$ cat src/rtl/l15_req_port_arbiter.sv
// l15_req_port_arbiter
//   N-port request arbiter feeding the L1.5 request channel. Merges the
//   I$, D$ miss, wbuf, uncached and AMO request streams into one registered
//   request tagged with its source port id.
//   ArbMode=0 selects fixed priority (port 0 highest) with anti-starvation
//   aging; ArbMode=1 selects round-robin. No grant is issued until the
//   post-reset wake-up count has expired.
//
// Ports
//   clk_i         in   clock
//   reset_l       in   asynchronous reset, active-low
//   req_valid_i   in   per-port request valid
//   req_ready_o   out  per-port accept (one-hot or zero)
//   req_data_i    in   per-port payload, port p at [p*PayloadWidth +: PayloadWidth]
//   out_valid_o   out  registered request valid toward L1.5
//   out_ready_i   in   L1.5 accepts the held request
//   out_data_o    out  registered payload
//   out_portid_o  out  source port of out_data_o
//   wake_done_o   out  wake-up period elapsed
module l15_req_port_arbiter #(
  parameter int NumPorts     = 6,
  parameter int PayloadWidth = 128,
  parameter int ArbMode      = 0,
  parameter int StarveTh     = 16,
  parameter int WakeUpCycles = 32768
) (
  input  logic                             clk_i,
  input  logic                             reset_l,
  input  logic [NumPorts-1:0]              req_valid_i,
  output logic [NumPorts-1:0]              req_ready_o,
  input  logic [NumPorts*PayloadWidth-1:0] req_data_i,
  output logic                             out_valid_o,
  input  logic                             out_ready_i,
  output logic [PayloadWidth-1:0]          out_data_o,
  output logic [$clog2(NumPorts)-1:0]      out_portid_o,
  output logic                             wake_done_o
);

  localparam int IdW   = $clog2(NumPorts);
  localparam int IdxW  = IdW + 1;
  localparam int WakeW = $clog2(WakeUpCycles + 1);

  // Wake-up gate
  logic [WakeW-1:0] wake_cnt_q, wake_cnt_d;
  logic             wake_done_q, wake_done_d;

  assign wake_cnt_d  = (wake_cnt_q == WakeW'(WakeUpCycles)) ? wake_cnt_q
                                                            : wake_cnt_q + WakeW'(1);
  // Registered one cycle behind the count reaching its terminal value.
  assign wake_done_d = (wake_cnt_q == WakeW'(WakeUpCycles));

  // Output slot and grant
  logic                    out_valid_q, out_valid_d;
  logic [PayloadWidth-1:0] out_data_q, out_data_d;
  logic [IdW-1:0]          out_portid_q, out_portid_d;
  logic                    slot_free, any_valid, accept;
  logic [IdW-1:0]          grant_id;

  assign any_valid   = |req_valid_i;
  // A held request leaving this cycle frees the slot for a same-cycle refill.
  assign slot_free   = !out_valid_q || out_ready_i;
  assign accept      = wake_done_q && slot_free && any_valid;
  assign req_ready_o = accept ? (NumPorts'(1) << grant_id) : '0;

  always_comb begin
    out_valid_d  = out_valid_q;
    out_data_d   = out_data_q;
    out_portid_d = out_portid_q;
    if (accept) begin
      out_valid_d  = 1'b1;
      out_data_d   = req_data_i[grant_id*PayloadWidth +: PayloadWidth];
      out_portid_d = grant_id;
    end else if (out_ready_i) begin
      out_valid_d  = 1'b0;
    end
  end

  always_ff @(posedge clk_i or negedge reset_l) begin
    if (!reset_l) begin
      wake_cnt_q   <= '0;
      wake_done_q  <= 1'b0;
      out_valid_q  <= 1'b0;
      out_data_q   <= '0;
      out_portid_q <= '0;
    end else begin
      wake_cnt_q   <= wake_cnt_d;
      wake_done_q  <= wake_done_d;
      out_valid_q  <= out_valid_d;
      out_data_q   <= out_data_d;
      out_portid_q <= out_portid_d;
    end
  end

  assign out_valid_o  = out_valid_q;
  assign out_data_o   = out_data_q;
  assign out_portid_o = out_portid_q;
  assign wake_done_o  = wake_done_q;

  // Winner selection
  if (ArbMode == 0) begin : g_fixed
    localparam int AgeW = $clog2(StarveTh + 1);
    logic [NumPorts-1:0] promoted;
    logic                found;

    for (genvar gi = 0; gi < NumPorts; gi++) begin : g_age
      logic [AgeW-1:0] age_q, age_d;

      // Ages keep growing under backpressure; only a grant, a dropped
      // valid, or the wake gate clears them.
      always_comb begin
        age_d = age_q;
        if (!wake_done_q || !req_valid_i[gi] || (accept && grant_id == IdW'(gi))) begin
          age_d = '0;
        end else if (age_q != AgeW'(StarveTh)) begin
          age_d = age_q + AgeW'(1);
        end
      end

      always_ff @(posedge clk_i or negedge reset_l) begin
        if (!reset_l) begin
          age_q <= '0;
        end else begin
          age_q <= age_d;
        end
      end

      assign promoted[gi] = req_valid_i[gi] && (age_q == AgeW'(StarveTh));
    end

    // Lowest promoted port first, otherwise lowest valid port.
    always_comb begin
      grant_id = '0;
      found    = 1'b0;
      for (int i = 0; i < NumPorts; i++) begin
        if (!found && promoted[i]) begin
          found    = 1'b1;
          grant_id = IdW'(i);
        end
      end
      for (int i = 0; i < NumPorts; i++) begin
        if (!found && req_valid_i[i]) begin
          found    = 1'b1;
          grant_id = IdW'(i);
        end
      end
    end
  end else if (ArbMode == 1) begin : g_rr
    logic [IdW-1:0]  ptr_q, ptr_d;
    logic [IdxW-1:0] rr_idx;
    logic            found;

    // Scan from the pointer, wrapping modulo NumPorts.
    always_comb begin
      grant_id = '0;
      found    = 1'b0;
      rr_idx   = '0;
      for (int i = 0; i < NumPorts; i++) begin
        rr_idx = {1'b0, ptr_q} + IdxW'(i);
        if (rr_idx >= IdxW'(NumPorts)) begin
          rr_idx = rr_idx - IdxW'(NumPorts);
        end
        if (!found && req_valid_i[rr_idx[IdW-1:0]]) begin
          found    = 1'b1;
          grant_id = rr_idx[IdW-1:0];
        end
      end
    end

    always_comb begin
      ptr_d = ptr_q;
      if (accept) begin
        ptr_d = (grant_id == IdW'(NumPorts - 1)) ? '0 : grant_id + IdW'(1);
      end
    end

    always_ff @(posedge clk_i or negedge reset_l) begin
      if (!reset_l) begin
        ptr_q <= '0;
      end else begin
        ptr_q <= ptr_d;
      end
    end
  end else begin : g_bad_mode
    $error("l15_req_port_arbiter: ArbMode must be 0 or 1");
    assign grant_id = '0;
  end

endmodule

$ cat config.mk
export PLATFORM = sky130hd
export DESIGN_NAME = l15_req_port_arbiter
export DESIGN_NICKNAME = d
export VERILOG_FILES = /design/src/rtl/l15_req_port_arbiter.sv
export SDC_FILE = /design/constraint.sdc
export NUM_CORES = 1
export LEC_CHECK = 0
export CORE_AREA = 2 2 359 361
export DETAILED_ROUTE_END_ITERATION = 7
export DIE_AREA = 0 0 361 363
export SYNTH_ARGS = -nofsm -noshare
export SYNTH_HDL_FRONTEND = slang
export SYNTH_SLANG_ARGS = --single-unit
export TNS_END_PERCENT = 50
$ cat constraint.sdc
create_clock -name clk_i -period 5.3 [get_ports clk_i]
set_clock_uncertainty 0.15 [all_clocks]
set_input_delay 1.06 -clock clk_i [delete_from_list [all_inputs] [get_ports clk_i]]
set_output_delay 1.06 -clock clk_i [all_outputs]
set_load 0.02 [all_outputs]
==> impl_metrics.tcl, run 1 <==
set metrics [dict create \
    status "completed" \
    wl_microns 109900 \
    synth_area_leaders "dfrtp_1 33%, mux2i_1 18%, o221ai_1 7.4%" \
    grt_overflow 0 \
    grt_max_degree 147 \
    fin_tns_setup_ns 0 \
    drcViolationCount 0 \
    fmax_mhz 197.7 \
    start_util_pct 10.85 \
    final_cell_mix "914 x clkdlybuf4s50_1, 241 x mux2i_1, 179 x dfrtp_1" \
    die_area_sq_um 131000 \
    syn_nets 2291 \
    power.clock.fraction_pct 36.8 \
    place_congestion 0.9164 \
    min_path_type "reg2reg" \
    cts_tree "done" \
    area_growth_pct 83.65 \
    h-tree-depth 4 \
    yosysUniqueCellTypes 53 \
    mostFrequentLayoutCell "clkdlybuf4s50_1" \
    syn_avg_cell_area_sq_um 9.185 \
    rsz0062_at_grt "false" \
    yosysTopAreaCell "dfrtp_1" \
    timing.hold.ws_ns 0.3226 \
    avgRoutedWirePerCell_microns 27.57 \
    hold_buffers 0 \
    ctsResizeCount 0 \
    io_pins 916 \
    p_leak_nw 10.46 \
    cap_violations 0 \
    startpoint_type "primary input" \
    first_pass_iters 5 \
    yosysSeqAreaShare_pct 32.51 \
    portBuffers 915 \
    worst_pin_slew_ns 1.302 \
    grt_pass1_wl_microns 144600 \
    clk_path_buf_depth 2 \
    row_count 131 \
    fillCellCount 14085 \
    async_flop_share_pct 100.0 \
    met1_length_microns 46850 \
    via_per_inst 4.328 \
    relSlewSlack_pct 13.21 \
    criticalPathCategory "in2out" \
    p_seq_share_pct 35.7 \
    syn_area_sq_um 13780 \
    die_h_microns 363 \
    drtIter0Drc 1512 \
    core_sq_um 127000 \
    multi_input_area_sq_um 8458 \
    clock_latency_ns 0.54 \
    dp_hpwl_microns 89280 \
    power_density_nw_per_um2 151.1 \
    critPathCaptureType "output port" \
    grt_pass1_vias 16430 \
    syn_inst 1500 \
    internal_power_mw 2.667 \
    p_switching_mw 1.156 \
    top_layer "met5" \
    min_period_ns 5.059 \
    postSynthRegisterBits 179 \
    seq_area_sq_um 4479 \
    finalSetupViolations 0 \
    numClockSinks 179 \
    worst-path-max-fanout 7 \
    final.period_utilization_pct 95.46 \
    cts_buffers 17 \
    irDropWorstVdd_mv 0.2514 \
    final_antenna_net_count 0 \
    final_max_slew_viol_count 0 \
    route.met2.wl_microns 52570 \
    grt_use_total_pct 15.97 \
    worstPathArrival_ns 3.85 \
    finalHoldViolCount 0 \
    crit_required_ns 4.09 \
    wl_met3_microns 8379 \
    reg2reg_slack_ns 1.07 \
    path_clk_slew_ns 0.07 \
    synth-main-ff-cell "dfrtp_1" \
    cts_root_buf "clkbuf_16" \
    swShare_pct 30.23 \
    synth_edf_count 0 \
    fp.dieW_microns 361 \
    nets 3087 \
    synth.top_cell.area_share_pct 32.51 \
    combPwrFrac_pct 27.5 \
    antenna_found_initial 72 \
    num_vias 17254 \
    postCtsSetupBuffers 0 \
    ys_warn_count 0 \
    drive_above_1_share_pct 4.549 \
]
power groups by stage:
stage | registers, mW | logic [mW] | clock network (mW)
final | 1.36 | 1.05 | 1.41
after global routing | 1.36 | 1.11 | 1.51
after CTS | 1.36 | 1.06 | 1.48
after detailed placement | 1.39 | 1.05 | 0
after global placement | 1.39 | 1.05 | 0
after floorplan | 1.39 | 0.290 | 0
per-stage QoR:
step	util (%)	setup slack (ns)	power [mW]	cell area [sq um]	std cells
floorplan	-	1.278	1.682	13780	1500
global placement	19.43	0.09336	2.443	24680	3939
detailed placement	19.43	0.01896	2.445	24680	3939
CTS	19.89	0.3285	3.905	25260	3970
global route	19.90	0.1323	3.985	25280	3978
finish	19.92	0.2406	3.823	25300	3987
logic make-up (layout without fill, tap and decap cells):
family / after synthesis / after routing / share of synthesized area (%)
and+or+nand+nor: 533 / 533 / 20.15
buffers and inverters: 197 / 1005 / 6.384
DFF: 179 / 179 / 32.51
xor gates and xnor gates: 37 / 37 / 2.352
adders and majority gates: 14 / 14 / 1.271
other: 0 / 17 / 0
muxes: 243 / 243 / 17.67
AOI/OAI and AO/OA: 297 / 297 / 19.66
worst max-delay path, stage by stage:
cell and delay [ns]:
clkdlybuf4s50_1 0.51, nor4_1 0.44, o21ai_0 0.28, a2111oi_4 0.54, nand2_1 0.26, nor2_1 0.15, clkdlybuf4s50_1 0.62
worst paths after layout:
| kind | depth (start not counted) | startpoint | end |
|---|---|---|---|
| setup / recovery | 7 | req_valid_i[0] | req_ready_o[4] |
| hold / removal | 1 | wake_cnt_q[15] | wake_cnt_q[15] |
| setup reg to reg | 10 | g_fixed.g_age[4].age_q[0] | out_data_o[31] |
| hold reg to reg | 1 | wake_cnt_q[15] | wake_cnt_q[15] |
| max in group asynchronous | 2 | reset_l | out_data_o[62] |
| min in group asynchronous | 1 | reset_l | out_data_o[125] |
routing by layer:
layer / GRT usage [%] / up-vias
met5: 0 / -
met3: 4.419 / 146
met4: 3.815 / 28
met2: 26.59 / 943
li1: - / 7513
met1: 20.33 / 8624
state kept, by name, indices dropped and copies added (netlist names):
signal and count:
out_portid_o 3, wake_cnt_q 16, out_data_o 128, out_valid_o 1, wake_done_o 1, g_fixed.g_age.age_q 30
synth_stat cells, types with 20 or more instances:
| master | n |
|---|---|
| a221oi_1 | 99 |
| a221oi_2 | 20 |
| and3_1 | 119 |
| buf_2 | 91 |
| clkbuf_1 | 77 |
| dfrtp_1 | 179 |
| mux2i_1 | 241 |
| nand2_1 | 57 |
| nand3_1 | 140 |
| nor2_1 | 63 |
| nor3_1 | 124 |
| o221ai_1 | 117 |
| xnor2_1 | 23 |
area by class of cell:
cell class | count | share of cell area, %
Antenna cell | 17 | 0.1681
Clock buffer | 18 | 1.696
Clock inverter | 13 | 0.5835
Inverter | 17 | 0.2522
Multi-Input combinational cell | 1124 | 33.43
Sequential cell | 179 | 17.70
Tap cell | 1662 | 8.218
Timing Repair Buffer | 957 | 37.95
Note: power is estimated with default switching activity, not from simulation.
==> inputs of run 2 (changes only) <==
Settings changed: CAP_MARGIN from default to 5.
==> results of run 2 <==
Same layout as run 1: the final DEF is identical, and so are final timing and power.
==> inputs of run 3 (changes only) <==
Settings changed: CORE_AREA 2 2 359 361 to 2 2 351 353, DIE_AREA 0 0 361 363 to 0 0 353 355.
==> impl_metrics.tcl, run 3 (same netlist as run 1, synthesis figures left out) <==
set metrics [dict create \
    status "completed" \
    final_antenna_net_count 0 \
    grt_pass1_vias 16974 \
    die_area_sq_um 125300 \
    relSlewSlack_pct 13.63 \
    layout_setup_ws_ns 0.2403 \
    startpoint_type "primary input" \
    p_leak_nw 10.41 \
    start_util_pct 11.35 \
    multi_input_area_sq_um 8458 \
    worstPathArrival_ns 3.85 \
    p_total_mw 3.810 \
    path_clk_slew_ns 0.08 \
    cap_violations 0 \
    worst_pin_slew_ns 1.295 \
    via_per_inst 4.302 \
    largest_register_ffs 128 \
    grt_use_total_pct 15.89 \
    postCtsSetupBuffers 0 \
    fin_tns_setup_ns 0 \
    area_growth_pct 82.76 \
    final_max_slew_viol_count 0 \
    drtIter0Drc 1187 \
    avgRoutedWirePerCell_microns 26.28 \
    grt_max_degree 148 \
    final_cell_mix "914 x clkdlybuf4s50_1, 241 x mux2i_1, 179 x dfrtp_1" \
    clock_latency_ns 0.53 \
    numClockSinks 179 \
    ctsResizeCount 0 \
    first_pass_iters 5 \
    cts_buffers 17 \
    crit_slowest_cell "clkdlybuf4s50_1" \
    criticalPathCategory "in2out" \
    dpl_worst_slack_ns 0.2591 \
    die_h_microns 355 \
    place_congestion 0.8601 \
    wl_microns 103400 \
    hold_buffers 0 \
    drcViolationCount 0 \
    io_pins 916 \
    seq_area_sq_um 4479 \
    fillCellCount 13393 \
    crit_top_cell "clkdlybuf4s50_1" \
    h-tree-depth 4 \
    fp.dieW_microns 353 \
    grt_pass1_wl_microns 140800 \
    min_period_ns 5.060 \
    antenna_found_initial 71 \
    max_stage_delay_ns 0.61 \
    drive_above_1_share_pct 4.010 \
    cts_tree "done" \
    cp_cell_sequence "clkdlybuf4s50_1 > nor4_1 > o21ai_0 > a2111oi_4 > nand2_1 > nor2_1 > clkdlybuf4s50_1" \
    dp_hpwl_microns 81830 \
    num_vias 16918 \
    row_count 128 \
    min_path_type "reg2reg" \
    power_density_nw_per_um2 151.3 \
    timing.hold.ws_ns 0.3198 \
    worst-path-max-fanout 9 \
    clk_path_buf_depth 2 \
    grt_overflow 0 \
    rsz0062_at_grt "false" \
    critPathCaptureType "output port" \
    finalHoldViolCount 0 \
    crit_required_ns 4.09 \
    portBuffers 915 \
    final.period_utilization_pct 95.47 \
    fmax_mhz 197.6 \
    irDropWorstVdd_mv 0.2872 \
    nets 3072 \
    core_sq_um 121400 \
    mostFrequentLayoutCell "clkdlybuf4s50_1" \
    cts_root_buf "clkbuf_16" \
    finalSetupViolations 0 \
]
## run 3: cell count changes in the layout (fill, tap and decap cells not counted)
cell / change
clkinv_4: -5
clkbuf_1: -1
bufinv_16: -1
buf_12: +2
clkbuf_8: +1
buf_4: -17
diode_2: -3
inv_6: +3
inv_8: +2
clkinv_8: +2
## run 3: critical path: cells and delay by family
kind | cells | cell delay [ns]
buffers and inverters | 2 | 1.21
AND/OR/NAND/NOR | 3 | 0.81
AO/OA/AOI/OAI | 2 | 0.78
## run 3: layout make-up
cell class | instances | area share, %
Timing Repair Buffer | 942 | 37.79
Multi-Input combinational cell | 1124 | 33.59
Sequential cell | 179 | 17.79
Tap cell | 1625 | 8.075
Clock buffer | 18 | 1.744
Clock inverter | 14 | 0.6161
Inverter | 17 | 0.2534
Antenna cell | 14 | 0.1391
## run 3: power by group
part	internal, mW	switching [mW]
Clock	0.646	0.756
Combinational	0.637	0.406
Sequential	1.36	0
## run 3: metrics by stage
| step | cells | cell area, sq um | util (%) |
|---|---|---|---|
| floorplan | 1500 | 13780 | - |
| global placement | 3887 | 24550 | 20.22 |
| global route | 3926 | 25160 | 20.73 |
| finish | 3933 | 25180 | 20.74 |
| CTS | 3919 | 25150 | 20.71 |
| detailed placement | 3887 | 24550 | 20.22 |
## run 3: worst paths after layout
path,from,to,slack (ns),cells past startpoint
hold reg to reg,wake_cnt_q[15],wake_cnt_q[15],0.32,1
setup reg to reg,g_fixed.g_age[5].age_q[0],out_data_o[67],1.37,11
setup / recovery,req_valid_i[2],req_ready_o[4],0.24,7
hold / removal,wake_cnt_q[15],wake_cnt_q[15],0.32,1
min in group asynchronous,reset_l,out_data_o[118],0.41,1
max in group asynchronous,reset_l,out_data_o[69],3.53,2
## run 3: layer usage
metal	share of wire [%]	global-route usage, %
met1	43	20.35
met2	47	26.06
met3	7.5	4.379
met4	2.5	4.468
met5	0.085	0
